## config.mk

```make
export PLATFORM = sky130hd
export DESIGN_NAME = regfile_scoreboard
export DESIGN_NICKNAME = d
export VERILOG_FILES = /design/src/rtl/regfile_scoreboard.sv
export SDC_FILE = /design/constraint.sdc
export NUM_CORES = 1
export LEC_CHECK = 0
export ABC_AREA = 1
export BUFFER_PORTS_ARGS = -buffer_cell sky130_fd_sc_hd__buf_4
export CORE_ASPECT_RATIO = 0.75
export CORE_MARGIN = 3
export CORE_UTILIZATION = 46
export DETAILED_ROUTE_END_ITERATION = 8
export GPL_TIMING_DRIVEN = 0
export PLACE_DENSITY = 0.68
export SLEW_MARGIN = 20
export SYNTH_ARGS = -nofsm -noshare
export SYNTH_HDL_FRONTEND = slang
export SYNTH_SLANG_ARGS = --single-unit
```

## constraint.sdc

```tcl
create_clock -name clk -period 2.2 [get_ports clk]
set_input_delay 0.11 -clock clk [delete_from_list [all_inputs] [get_ports clk]]
set_output_delay 0.11 -clock clk [all_outputs]
set_load 0.01 [all_outputs]
```

## src/rtl/regfile_scoreboard.sv

```systemverilog
// Issue-side register file scoreboard.
// Tracks in-flight writes per architectural register, stalls decode on
// source or destination hazards, retires entries on writeback, and provides
// drain/flush sequencing for the control unit.
//
// state    | meaning
// ---------+-----------------------------------------------------------
// ST_RUN   | normal operation, issue allowed when no hazard
// ST_DRAIN | issue blocked, waiting for all pending writes to retire
module regfile_scoreboard #(
    parameter int CNT_W   = 2,
    parameter int STALL_W = 16
) (
    input  logic               clk,
    input  logic               rst_n,
    input  logic               issue_valid,
    input  logic [4:0]         issue_rs,
    input  logic [4:0]         issue_rt,
    input  logic               issue_use_rs,
    input  logic               issue_use_rt,
    input  logic [4:0]         issue_rd,
    input  logic               issue_wr,
    output logic               issue_ready,
    input  logic               wb_valid,
    input  logic [4:0]         wb_rd,
    input  logic               flush,
    input  logic               drain_req,
    output logic               drain_done,
    output logic [31:0]        busy_mask,
    output logic [STALL_W-1:0] stall_count,
    output logic               wb_err
);

    typedef enum logic {
        ST_RUN   = 1'b0,
        ST_DRAIN = 1'b1
    } state_t;

    localparam logic [CNT_W-1:0]   CNT_MAX   = '1;
    localparam logic [CNT_W-1:0]   CNT_ONE   = 1;
    localparam logic [STALL_W-1:0] STALL_MAX = '1;
    localparam logic [STALL_W-1:0] STALL_ONE = 1;

    state_t               r_state;
    state_t               w_state_nxt;
    logic [CNT_W-1:0]     w_cnt [32];
    logic [31:0]          w_busy;
    logic                 w_all_idle;
    logic                 w_fire;
    logic                 w_rs_hazard;
    logic                 w_rt_hazard;
    logic                 w_rd_full;
    logic                 w_issue_ready;
    logic                 w_drain_done_nxt;
    logic                 w_wb_orphan;
    logic                 r_drain_done;
    logic                 r_wb_err;
    logic [STALL_W-1:0]   r_stall;

    // Register 0 is hardwired and never tracked.
    assign w_cnt[0]  = '0;
    assign w_busy[0] = 1'b0;

    genvar gi;
    generate
        for (gi = 1; gi < 32; gi++) begin : g_cnt
            logic [CNT_W-1:0] r_cnt;
            logic             w_inc;
            logic             w_dec;

            assign w_inc = w_fire & issue_wr & (issue_rd == 5'(gi));
            // A retire against an empty slot is an error, not an underflow.
            assign w_dec = wb_valid & (wb_rd == 5'(gi)) & (r_cnt != '0);

            // Pending-write counter: +1 on issue, -1 on writeback, cleared by flush.
            always_ff @(posedge clk or negedge rst_n) begin
                if (!rst_n) begin
                    r_cnt <= '0;
                end else if (flush) begin
                    r_cnt <= '0;
                end else if (w_inc & ~w_dec) begin
                    r_cnt <= r_cnt + CNT_ONE;
                end else if (w_dec & ~w_inc) begin
                    r_cnt <= r_cnt - CNT_ONE;
                end
            end

            assign w_cnt[gi]  = r_cnt;
            assign w_busy[gi] = (r_cnt != '0);
        end
    endgenerate

    assign w_all_idle  = (w_busy == 32'd0);
    assign w_fire      = issue_valid & w_issue_ready;
    assign w_wb_orphan = wb_valid & (wb_rd != 5'd0) & (w_cnt[wb_rd] == '0) & ~flush;

    // Hazard detection on current counters; same-cycle writeback is not bypassed.
    always_comb begin
        w_rs_hazard = issue_use_rs & (w_cnt[issue_rs] != '0);
        w_rt_hazard = issue_use_rt & (w_cnt[issue_rt] != '0);
        w_rd_full   = issue_wr & (issue_rd != 5'd0) & (w_cnt[issue_rd] == CNT_MAX);
    end

    // State register.
    always_ff @(posedge clk or negedge rst_n) begin
        if (!rst_n) begin
            r_state <= ST_RUN;
        end else begin
            r_state <= w_state_nxt;
        end
    end

    // Next-state logic; flush overrides everything and returns to RUN.
    always_comb begin
        w_state_nxt = r_state;
        if (flush) begin
            w_state_nxt = ST_RUN;
        end else begin
            case (r_state)
                ST_RUN: begin
                    if (drain_req) begin
                        w_state_nxt = ST_DRAIN;
                    end
                end
                ST_DRAIN: begin
                    if (w_all_idle) begin
                        w_state_nxt = ST_RUN;
                    end
                end
                default: w_state_nxt = ST_RUN;
            endcase
        end
    end

    // FSM outputs: issue permission and the drain-complete pulse request.
    always_comb begin
        w_issue_ready    = 1'b0;
        w_drain_done_nxt = 1'b0;
        case (r_state)
            ST_RUN: begin
                w_issue_ready = ~w_rs_hazard & ~w_rt_hazard & ~w_rd_full;
            end
            ST_DRAIN: begin
                w_drain_done_nxt = w_all_idle & ~flush;
            end
            default: begin
                w_issue_ready    = 1'b0;
                w_drain_done_nxt = 1'b0;
            end
        endcase
    end

    // Registered one-cycle drain-complete pulse.
    always_ff @(posedge clk or negedge rst_n) begin
        if (!rst_n) begin
            r_drain_done <= 1'b0;
        end else begin
            r_drain_done <= w_drain_done_nxt;
        end
    end

    // Sticky error for writebacks with nothing pending; only reset clears it.
    always_ff @(posedge clk or negedge rst_n) begin
        if (!rst_n) begin
            r_wb_err <= 1'b0;
        end else if (w_wb_orphan) begin
            r_wb_err <= 1'b1;
        end
    end

    // Saturating count of cycles where decode presented but could not issue.
    always_ff @(posedge clk or negedge rst_n) begin
        if (!rst_n) begin
            r_stall <= '0;
        end else if (issue_valid & ~w_issue_ready & (r_stall != STALL_MAX)) begin
            r_stall <= r_stall + STALL_ONE;
        end
    end

    assign issue_ready = w_issue_ready;
    assign drain_done  = r_drain_done;
    assign busy_mask   = w_busy;
    assign stall_count = r_stall;
    assign wb_err      = r_wb_err;

endmodule

```

==> flow_summary.toml <==
[outcome]
status = "finished with violations"
failed_checks = "negative setup slack"

[clock_tree]
path_clk_slew_ns = 0.07
clock_sink_count = 81
htree_num_levels = 3
worstSkewPairLatency_ns = 0.35
clockRootBuffer = "clkbuf_16"
cts_buffers = 9
cts_tree = "done"
ctsLongestPathBuffers = 2

[critical_path]
worstPathCellList = "buf_4 -> nor2_4 -> buf_6 -> nand2_1 -> nand3_1 -> nand3_2 -> nand3_2 -> nand3_2 -> nand3_4 -> nand2_4 -> nor3_4 -> buf_8 -> buf_12 -> nand2_4 -> nand2_4 -> nand3_2 -> nand2_1 -> nand2_1"
critPathLaunchType = "flop"
r2r_cells = 18
crit_type = "flop to flop"
crit_arrival_ns = 2.70
crit_path_max_incr_delay_ns = 0.41
cp_common_cell = "nand3_2"
crit_end = "g_cnt[9].r_cnt[0]$_DFFE_PN0P_"
crit_path_top_delay_cell = "dfrtp_2"
crit_cells = 18
r2r_end = "g_cnt[9].r_cnt[0]$_DFFE_PN0P_"
critical-path-top-delay-family = "simple AND/OR/NAND/NOR gates"
regToRegSetupSlack_ns = -0.26
cp.required_ns = 2.44
cp-end-kind = "flop"
cp_max_fo = 8
crit_path_start = "g_cnt[12].r_cnt[1]$_DFFE_PN0P_"
cp_num_buf_inv = 4
r2r-start = "g_cnt[12].r_cnt[1]$_DFFE_PN0P_"

[die]
die_h_um = 115
die_area_mm2 = 0.0175
core_area_mm2 = 0.0154
rows = 39
io_pins = 80
die_w_um = 152
start_util_pct = 47.5

[sta]
worst_slew_pin_slew_ns = 1.07
fin_skew_ns = 0.00891
period_needed_ns = 2.46
setup_tns_ns = -15.35
hold_viol = 0
fmax_ghz = 0.406
slew_violations = 0
rsz0062_at_grt = "yes"
setup_ws_ns = -0.264
layout_worst_path_cycle_share_pct = 112
slew_headroom_pct = 28.7
setup_viol = 78

[power_and_ir_drop]
pwr-share-clk_pct = 25.3
pwr-share-seq_pct = 30.3
power_density_mw_per_mm2 = 682
p_sw_share_pct = 43.0
combPwrFrac_pct = 44.4
p_sw_w = 0.00299
internal-power_w = 0.00396
vdd.ir_drop.worst_v = 0.000391
cellLeakagePower_nw = 5.12

[worst_hold_path]
hold_class = "primary input to flop"

[yosys]
synth-edff-count = 0
synth_seq_cells = 81
ys.warnings.count = 0
synth_cell_type_count = 37
yosysSeqAreaShare_pct = 27.7
synth_area_mm2 = 0.00732
synthArstFlopShare_pct = 100
syn_avg_cell_area_um2 = 5.85
synthesis.nets = 1281
syn_inst = 1251
ys.flop_type = "dfrtp_1"

[place]
dpl.cell_count = 1529
gp_congestion = 1.03
preCtsSetupSlack_ns = -0.771
dp_hpwl_mm = 23.9
portBuffers = 73

[detailed_routing]
wl_mm = 34.2
ant_nets = 0
vias = 9681
drc = 0
dr.pass1.iters = 8
drt-vias-per-instance = 6.03
wl_per_cell_um = 21.3
drt_iter0_drc = 1257

[layout]
final_core_util_pct = 66.1
layout_common_cells = "nand2_1 (354), inv_1 (134), nor2_1 (115), buf_4 (114), nand4_1 (97)"
diodes = 0
drive_above_1_share_pct = 30.1
nets = 1425
layout_commonest_cell = "nand2_1"
instances_no_fill = 1605
syn_to_final_growth_pct = 39.3

[grt]
grt_pass1_wl_mm = 48.7
antenna_found_initial = 1
grt.total_usage_pct = 36.9
grt_max_degree = 82
grt_overflow = 0
grt_pass1_vias = 8487

[flow_run]
cap_violations = 0
==> per-layer routing <==
metal,global-route usage (%),up-vias,share of wire [%]
met1,51.5,4467,40
li1,-,4376,-
met3,12.5,134,15
met5,0,-,0.032
met4,13.6,2,4.2
met2,52.9,702,41
==> synth_stat cells, types with 6 or more instances <==
cell,n,area share (%)
buf_2,11,0.75
inv_1,149,7.6
buf_6,9,1.4
xor2_1,11,1.3
o22ai_1,10,0.85
nand3_1,146,10
dfrtp_1,81,28
nand2_1,427,22
a21oi_1,16,1.1
nor2_1,147,7.5
clkbuf_1,15,0.77
nand4_1,97,8.3
nand3b_1,9,0.92
nor3_1,44,3.0
o21ai_0,22,1.5
nor4_1,6,0.51
==> registers in the layout (all words and copies together) (netlist names) <==
| register | flops |
|---|---|
| wb_err | 1 |
| g_cnt.r_cnt | 62 |
| r_state | 1 |
| stall_count | 16 |
| drain_done | 1 |
==> worst reg2reg max path, delay by kind of cell, from the launching register on <==
kind | cells | cell delay [ns]
AND/OR/NAND/NOR | 14 | 1.30
buffers and inverters | 4 | 0.65
flip-flops | 1 | 0.41
==> worst min path at each step <==
stage	to	cells after the start	startpoint
3_5_place_dp	r_state$_DFF_PN0_	2	drain_req
2_1_floorplan	drain_done$_DFF_PN0_	0	rst_n
6_report	r_state$_DFF_PN0_	2	drain_req
5_1_grt	r_state$_DFF_PN0_	2	drain_req
4_1_cts	g_cnt[28].r_cnt[1]$_DFFE_PN0P_	1	rst_n
3_3_place_gp	r_state$_DFF_PN0_	2	drain_req
==> final cells by class <==
type | instances | area (um^2)
Fill cell | 1420 | 5220
Sequential cell | 81 | 2070
Timing Repair Buffer | 135 | 1180
Clock buffer | 9 | 225
Multi-Input combinational cell | 967 | 5440
Clock inverter | 7 | 108
Buffer | 43 | 320
Inverter | 158 | 601
Tap cell | 205 | 256
==> power groups by stage <==
stage	Combinational (W)	Clock, W	Sequential (W)
2_1_floorplan	0.00136	0	0.00201
3_3_place_gp	0.00233	0	0.00206
3_5_place_dp	0.00235	0	0.00205
4_1_cts	0.00265	0.00175	0.00209
5_1_grt	0.00329	0.00182	0.00214
6_report	0.00309	0.00176	0.00211
==> stage by stage <==
step,area (um^2),total power [W],hold WS (ns)
after CTS,9140,0.00649,0.00593
final,10200,0.00696,0.00778
after detailed placement,8130,0.00440,0.370
after global placement,8130,0.00439,0.352
after global routing,10200,0.00725,0.0115
after floorplan,7320,0.00337,-0.186
==> repair_timing <==
item                                   4_1_cts  5_1_grt
gates resized for setup                    151      203
cloned                                       1        5
hold buffers                                 0        1
pin swaps                                   31      104
buffers inserted                            28       27
setup endpoints to repair                   81       81
endpoints found under the hold margin        0       81
==> kinds of logic after synthesis <==
kind of cell	after synthesis	synth area share [%]
compound gates	58	4.39
xor+xnor	16	1.91
fa+ha+maj	1	0.171
buf+inv	203	11.8
flops	81	27.7
mux	1	0.154
other cells	1	0.0512
simple gates	890	53.9
(Power assumes the default switching activity.)
